`config.mk`:
```
export PLATFORM = sky130hd
export DESIGN_NAME = crc_nibble_feeder
export DESIGN_NICKNAME = d
export VERILOG_FILES = /design/src/rtl/crc_nibble_feeder_pkg.sv /design/src/rtl/crc_nibble_feeder.sv
export SDC_FILE = /design/constraint.sdc
export NUM_CORES = 1
export LEC_CHECK = 0
export BUFFER_PORTS_ARGS = -buffer_cell sky130_fd_sc_hd__buf_2
export CAP_MARGIN = 25
export CORE_ASPECT_RATIO = 1.75
export CORE_UTILIZATION = 38
export CTS_BUF_LIST = sky130_fd_sc_hd__clkbuf_8
export CTS_CLUSTER_DIAMETER = 40
export DETAILED_ROUTE_END_ITERATION = 8
export GPL_TIMING_DRIVEN = 0
export PLACE_DENSITY = 0.65
export SKIP_LAST_GASP = 1
export SYNTH_ARGS = -nofsm -noshare
export SYNTH_HDL_FRONTEND = slang
export SYNTH_SLANG_ARGS = --single-unit
```
`constraint.sdc`:
```
create_clock -name clk -period 4.2 [get_ports clk]
set_input_delay 0.84 -clock clk [delete_from_list [all_inputs] [get_ports clk]]
set_output_delay 0.84 -clock clk [all_outputs]
set_load 0.005 [all_outputs]
```
`src/rtl/crc_nibble_feeder_pkg.sv`:
```
// Shared definitions for the CRC nibble feeder: generator, sequencing lengths, FSM encoding.
package crc_nibble_feeder_pkg;

  localparam logic [3:0] CRC_GEN   = 4'b1001;   // x^3 + 1
  localparam int         NIB_COUNT = 4;
  localparam int         DRAIN_LEN = 2;

  localparam logic [1:0] NIB_LAST   = 2'(NIB_COUNT - 1);
  localparam logic [1:0] DRAIN_LAST = 2'(DRAIN_LEN - 1);

  typedef enum logic [1:0] {
    IDLE  = 2'd0,
    FEED  = 2'd1,
    DRAIN = 2'd2,
    VALID = 2'd3
  } state_t;

  function automatic logic [3:0] nibble_sel(input logic [15:0] msg, input logic [1:0] idx);
    logic [3:0] nib;
    case (idx)
      2'd0:    nib = msg[15:12];
      2'd1:    nib = msg[11:8];
      2'd2:    nib = msg[7:4];
      default: nib = msg[3:0];
    endcase
    return nib;
  endfunction

  // Under x^3+1 each zero nibble multiplies the remainder by x^4 = x, a left rotate.
  // One drain nibble has reached crc_rem at the capture edge, so rotate back by one.
  function automatic logic [2:0] undo_drain(input logic [2:0] rem);
    return {rem[0], rem[2:1]};
  endfunction

endpackage

```
`src/rtl/crc_nibble_feeder.sv`:
```
// Feeds a 16-bit message MSB nibble first into an external 4-bit/clk x^3+1 CRC stage
// and returns {message, crc} as a codeword with a valid/ready handshake.
//
// state | meaning
// IDLE  | ready for a message, CRC stage held clear
// FEED  | presenting message nibbles 0..3
// DRAIN | two zero-nibble cycles while the stage remainder settles
// VALID | codeword presented until downstream accepts
module crc_nibble_feeder
  import crc_nibble_feeder_pkg::*;
(
  input  logic        clk,
  input  logic        reset,
  input  logic        in_valid,
  output logic        in_ready,
  input  logic [15:0] in_data,
  output logic        crc_clr,
  output logic [3:0]  crc_nib,
  input  logic [2:0]  crc_rem,
  output logic        out_valid,
  input  logic        out_ready,
  output logic [18:0] out_code
);

  state_t      state, state_nx;
  logic [1:0]  cnt, cnt_nx;
  logic [15:0] msg;
  logic [2:0]  crc;
  logic        accept, capture;

  always_ff @(posedge clk or negedge reset) begin
    if (!reset) begin
      state <= IDLE;
      cnt   <= '0;
      msg   <= '0;
      crc   <= '0;
    end else begin
      state <= state_nx;
      cnt   <= cnt_nx;
      if (accept)  msg <= in_data;
      if (capture) crc <= undo_drain(crc_rem);
    end
  end

  always_comb begin
    state_nx  = state;
    cnt_nx    = cnt;
    in_ready  = 1'b0;
    crc_clr   = 1'b0;
    crc_nib   = 4'd0;
    out_valid = 1'b0;
    accept    = 1'b0;
    capture   = 1'b0;
    unique case (state)
      IDLE: begin
        in_ready = 1'b1;
        crc_clr  = 1'b1;
        if (in_valid) begin
          accept   = 1'b1;
          cnt_nx   = '0;
          state_nx = FEED;
        end
      end
      FEED: begin
        crc_nib = nibble_sel(msg, cnt);
        if (cnt == NIB_LAST) begin
          cnt_nx   = '0;
          state_nx = DRAIN;
        end else begin
          cnt_nx = cnt + 2'd1;
        end
      end
      DRAIN: begin
        // the drain reuses the nibble counter to time its fixed length
        if (cnt == DRAIN_LAST) begin
          capture  = 1'b1;
          cnt_nx   = '0;
          state_nx = VALID;
        end else begin
          cnt_nx = cnt + 2'd1;
        end
      end
      VALID: begin
        out_valid = 1'b1;
        crc_clr   = 1'b1;
        if (out_ready) state_nx = IDLE;
      end
      default: state_nx = IDLE;
    endcase
  end

  assign out_code = {msg, crc};

endmodule
```
Word level (Yosys, flattened, before mapping)
Index checks and enable logic that the tools add are counted.
Widths: inputs -> output; s select.

operators by class
  add/sub/neg operators = 1
  eq/ne operators = 10
  mux-type cells = 18
  reduce and logical (&&, ||, !) cells = 6

operator list
  kind                 number
  $mux 2               7
  $pmux 4 s3           1
  $eq 2x2->1 const B   4
  $ne 2x2->1 const B   4
  $pmux 2 s4           1
  $mux 1               7
  $pmux 2 s3           1
  $eq 2x1->1 const B   2
  $logic_not 2->1      2
  $mux 4               1
  $reduce_and 4->1     1
  $reduce_bool 3->1    1
  $add 2x1->2 const B  1
  $reduce_and 2->1     1
  $reduce_or 2->1      1

word-level totals
  flip-flop bits (word level) = 23
  input port bits = 23

Longest topological paths before layout
  depth in word-level cells = 3
  gate-level depth with buffers = 5
  mapped depth without buffers = 5

Worst setup path before layout
OpenSTA, ideal clock, no wires.

  kind = reg2out
  start point = register cnt[0]
  end point = output port crc_nib[3]
  arrival = 1.109 ns
  required time = 3.360 ns
  slack = 2.251 ns
  cell stages (with the launch flop) = 5
  buffers on the path = 0
  path through = dfrtp_1 inv_1 ha_1 a222oi_1 a21oi_1

on the way
  longest elaborated chain between the ends = 3

ends and longest elaborated chain
  item                                line                         text
  from (decl)                         crc_nibble_feeder.sv:26      logic [1:0] cnt, cnt_nx;
  from (signal assigned)              crc_nibble_feeder.sv:39      cnt <= cnt_nx;
  $eq 2x2->1 (tied with other cells)  crc_nibble_feeder_pkg.sv:20  case (idx)
  $pmux 4 s3 *                        crc_nibble_feeder_pkg.sv:20
  $mux 4 *                            crc_nibble_feeder.sv:54      unique case (state)
  to (decl)                           crc_nibble_feeder.sv:18      output logic [3:0] crc_nib,

Mark *: on every way between the ends. The rest lies on a longest branch, timed or not.

Worst setup path in the final report
Ends and elaborated chain as after synthesis.

==> impl_metrics.json <==
{
  "cts_inserted_buffers": 3,
  "max_slew_margin_vs_limit": 0.647,
  "max-clock-path-buffers": 2,
  "p_comb_frac": 0.496,
  "insertedDiodeCount": 0,
  "design.portCount": 49,
  "core_area_um2": 2960,
  "grt_start_max_net_pins": 24,
  "grt_first_pass_wirelength_um": 4240,
  "synth.top_cell.area_share": 0.485,
  "finalMaxSlewViolations": 0,
  "intPower_mw": 0.697,
  "routabilityCongestion": 0.756,
  "worstHoldEndpoint": "crc[0]",
  "drc": 3,
  "post_route_cells_drive_above_1_share": 0.528,
  "fp.dieArea_um2": 3360,
  "failed_checks": "design-rule violations",
  "htree_levels": 1,
  "final_area_um2": 1530,
  "timing.final.hold_violations": 0,
  "sw_frac_of_total": 0.362,
  "crit_path_max_fanout": 6,
  "ir_drop_uv": 356,
  "rr_worst_depth": 5,
  "route.detailed.wl_per_inst_um": 14.5,
  "final_stage_net_count": 177,
  "netlist-cell-type-count": 19,
  "clockPowerShare": 0.122,
  "grt_antenna_before_repair": 0,
  "antenna_violating_nets_post_route": 0,
  "grt.overflow.total": 0,
  "power_density_nw_per_um2": 717,
  "synthMostInstantiatedCell": "sky130_fd_sc_hd__dfrtp_1",
  "setup.reg_to_reg.worst_slack_ns": 2.55,
  "cts-resized-gates": 0,
  "synth.yosys.warnings": 0,
  "min_from": "crc[0]",
  "drt-pass1-iter-count": 9,
  "outcome": "finished, violations left",
  "synth_enable_flop_cells": 0,
  "final.min_clock_period_ns": 2.53,
  "hold_path.class": "reg -> reg",
  "start_kind": "register",
  "via_density_per_instance": 5.02,
  "timing_worst_slew_pin_value_ns": 0.530,
  "start_util": 0.401,
  "syn_area_um2": 1190,
  "worstSkewPairLatency_ns": 0.26,
  "postCtsHoldBufs": 0,
  "ys_seq_elements": 23,
  "r2r_end": "state[1]",
  "max_freq_ghz": 0.395,
  "finalSetupTns_ns": 0,
  "critPathKind": "reg -> out",
  "seqPwrFrac": 0.382,
  "tritoncts_num_sinks": 23,
  "netlist_top_cells_count": "sky130_fd_sc_hd__dfrtp_1, sky130_fd_sc_hd__mux2_2, sky130_fd_sc_hd__ha_1",
  "fp.dieW_um": 44.3,
  "net-switching-power_mw": 0.396,
  "synth.area.top_cells": "sky130_fd_sc_hd__dfrtp_1, sky130_fd_sc_hd__mux2_2, sky130_fd_sc_hd__ha_1",
  "layout_worst_path_cycle_share": 0.602,
  "die_h_um": 75.9,
  "num_rows": 26,
  "post-dp-hpwl_um": 2040,
  "worst_r2r_startpoint": "state[1]",
  "detailedPlace.worstSlack_ns": 1.96,
  "vias_in_the_first_global_route": 951,
  "min_path_cells": 1,
  "placement.io_buffers": 48,
  "drt_first_iter_violations": 34,
  "post_synth.cell_area_avg_um2": 13.2,
  "gr_usage_total": 0.169,
  "power.leakage_nw": 0.762,
  "synth.yosys.seq_area_share": 0.485,
  "synth_async_sr_flop_share": 1.00,
  "synth_area_leader_cell": "sky130_fd_sc_hd__dfrtp_1",
  "dr_total_vias": 923,
  "crit_path_end_kind": "output pin",
  "netlist_instances": 90,
  "cap_violations": 0,
  "timing.critical_path.arrival_ns": 1.69,
  "setup_repair_after_global_routing_missed_its_margin": "false",
  "final.setup.worst_slack_ns": 1.67,
  "synthesis.nets": 124,
  "area_growth_from_synthesis_to_layout_pct": 28.5,
  "cts.root.buffer_cell": "sky130_fd_sc_hd__clkbuf_8",
  "cts_setup_buffers": 0,
  "fin_skew_ns": 0.00105,
  "post_dp_cell_area_um2": 1480,
  "ys.flop_type": "sky130_fd_sc_hd__dfrtp_1",
  "drt_wl_total_um": 2660,
  "cts_tree": "built",
  "clkTransAtPathRegs_ns": 0.08,
  "worst_ep_required_time_ns": 3.36,
  "setup-violations-final": 0
}
==> cell families after synthesis <==
kind of cell,after synthesis,synth area share
muxes,21,0.197
adders and majority gates,11,0.116
DFF,23,0.485
buffers and inverters,8,0.0337
and+or+nand+nor,8,0.0474
AOI/OAI and AO/OA,19,0.121
==> sequential cells by signal (all words and copies together), names as in the netlist <==
signal  flops
crc         3
state       2
cnt         2
msg        16
==> worst max-delay path, stage by stage (launching register included) <==
cell and delay (ns):
sky130_fd_sc_hd__dfrtp_1 0.44, sky130_fd_sc_hd__inv_1 0.10, sky130_fd_sc_hd__ha_1 0.28, sky130_fd_sc_hd__a222oi_1 0.36, sky130_fd_sc_hd__a21oi_1 0.12, sky130_fd_sc_hd__buf_2 0.13
==> layout by cell type, fill, tap and decap left out <==
master / count
sky130_fd_sc_hd__buf_2: 48
sky130_fd_sc_hd__dfrtp_1: 23
sky130_fd_sc_hd__mux2_2: 19
sky130_fd_sc_hd__ha_1: 11
sky130_fd_sc_hd__inv_1: 8
sky130_fd_sc_hd__o21ai_0: 8
sky130_fd_sc_hd__a222oi_1: 4
sky130_fd_sc_hd__a21oi_1: 4
sky130_fd_sc_hd__clkbuf_8: 4
sky130_fd_sc_hd__nor2b_1: 2
sky130_fd_sc_hd__mux2i_1: 2
sky130_fd_sc_hd__nand2_2: 1
sky130_fd_sc_hd__nor2b_4: 1
sky130_fd_sc_hd__and2b_4: 1
sky130_fd_sc_hd__a2111oi_4: 1
sky130_fd_sc_hd__a22oi_1: 1
sky130_fd_sc_hd__o41ai_1: 1
sky130_fd_sc_hd__nand2_1: 1
sky130_fd_sc_hd__or3_1: 1
sky130_fd_sc_hd__nor2_1: 1
==> per-stage QoR <==
step | hold slack [ns] | power [mW] | utilization | instances
2_1_floorplan | 0.504 | 0.749 | - | 90
5_1_grt | 0.535 | 1.17 | 0.515 | 184
6_report | 0.510 | 1.09 | 0.515 | 184
3_5_place_dp | 0.491 | 0.969 | 0.500 | 180
3_3_place_gp | 0.488 | 0.948 | 0.500 | 180
4_1_cts | 0.515 | 1.11 | 0.515 | 184
==> power by group through the flow <==
stage	clock network (mW)	registers, mW	logic (mW)
floorplan	0	0.415	0.334
global placement	0	0.417	0.531
detailed placement	0	0.422	0.547
CTS	0.138	0.418	0.550
global route	0.148	0.433	0.592
finish	0.134	0.418	0.542
==> how the worst max path moves through the flow <==
stage	start	endpoint	slack, ns	depth (start not counted)
detailed placement	cnt[0]	crc_nib[1]	1.96	5
CTS	cnt[0]	crc_nib[3]	1.65	5
floorplan	cnt[0]	crc_nib[3]	2.25	4
finish	cnt[0]	crc_nib[3]	1.67	5
global placement	cnt[0]	crc_nib[1]	1.99	5
global route	cnt[0]	crc_nib[1]	1.57	5
==> layer usage <==
layer / global-route usage / routed length, µm / vias up
li1: - / - / 431
met1: 0.191 / 1010 / 451
met2: 0.296 / 1480 / 39
met3: 0.0333 / 143 / 2
met4: 0.0636 / 28 / 0
met5: 0 / 0 / -
==> cell type report <==
cell class | count | area (µm²)
Clock buffer | 3 | 41.3
Fill cell | 280 | 1440
Inverter | 7 | 26.3
Sequential cell | 23 | 576
Clock inverter | 1 | 3.75
Tap cell | 42 | 52.6
Multi-Input combinational cell | 59 | 572
Timing Repair Buffer | 48 | 240
Buffer | 1 | 13.8
Power figures use the tool's default switching activity.
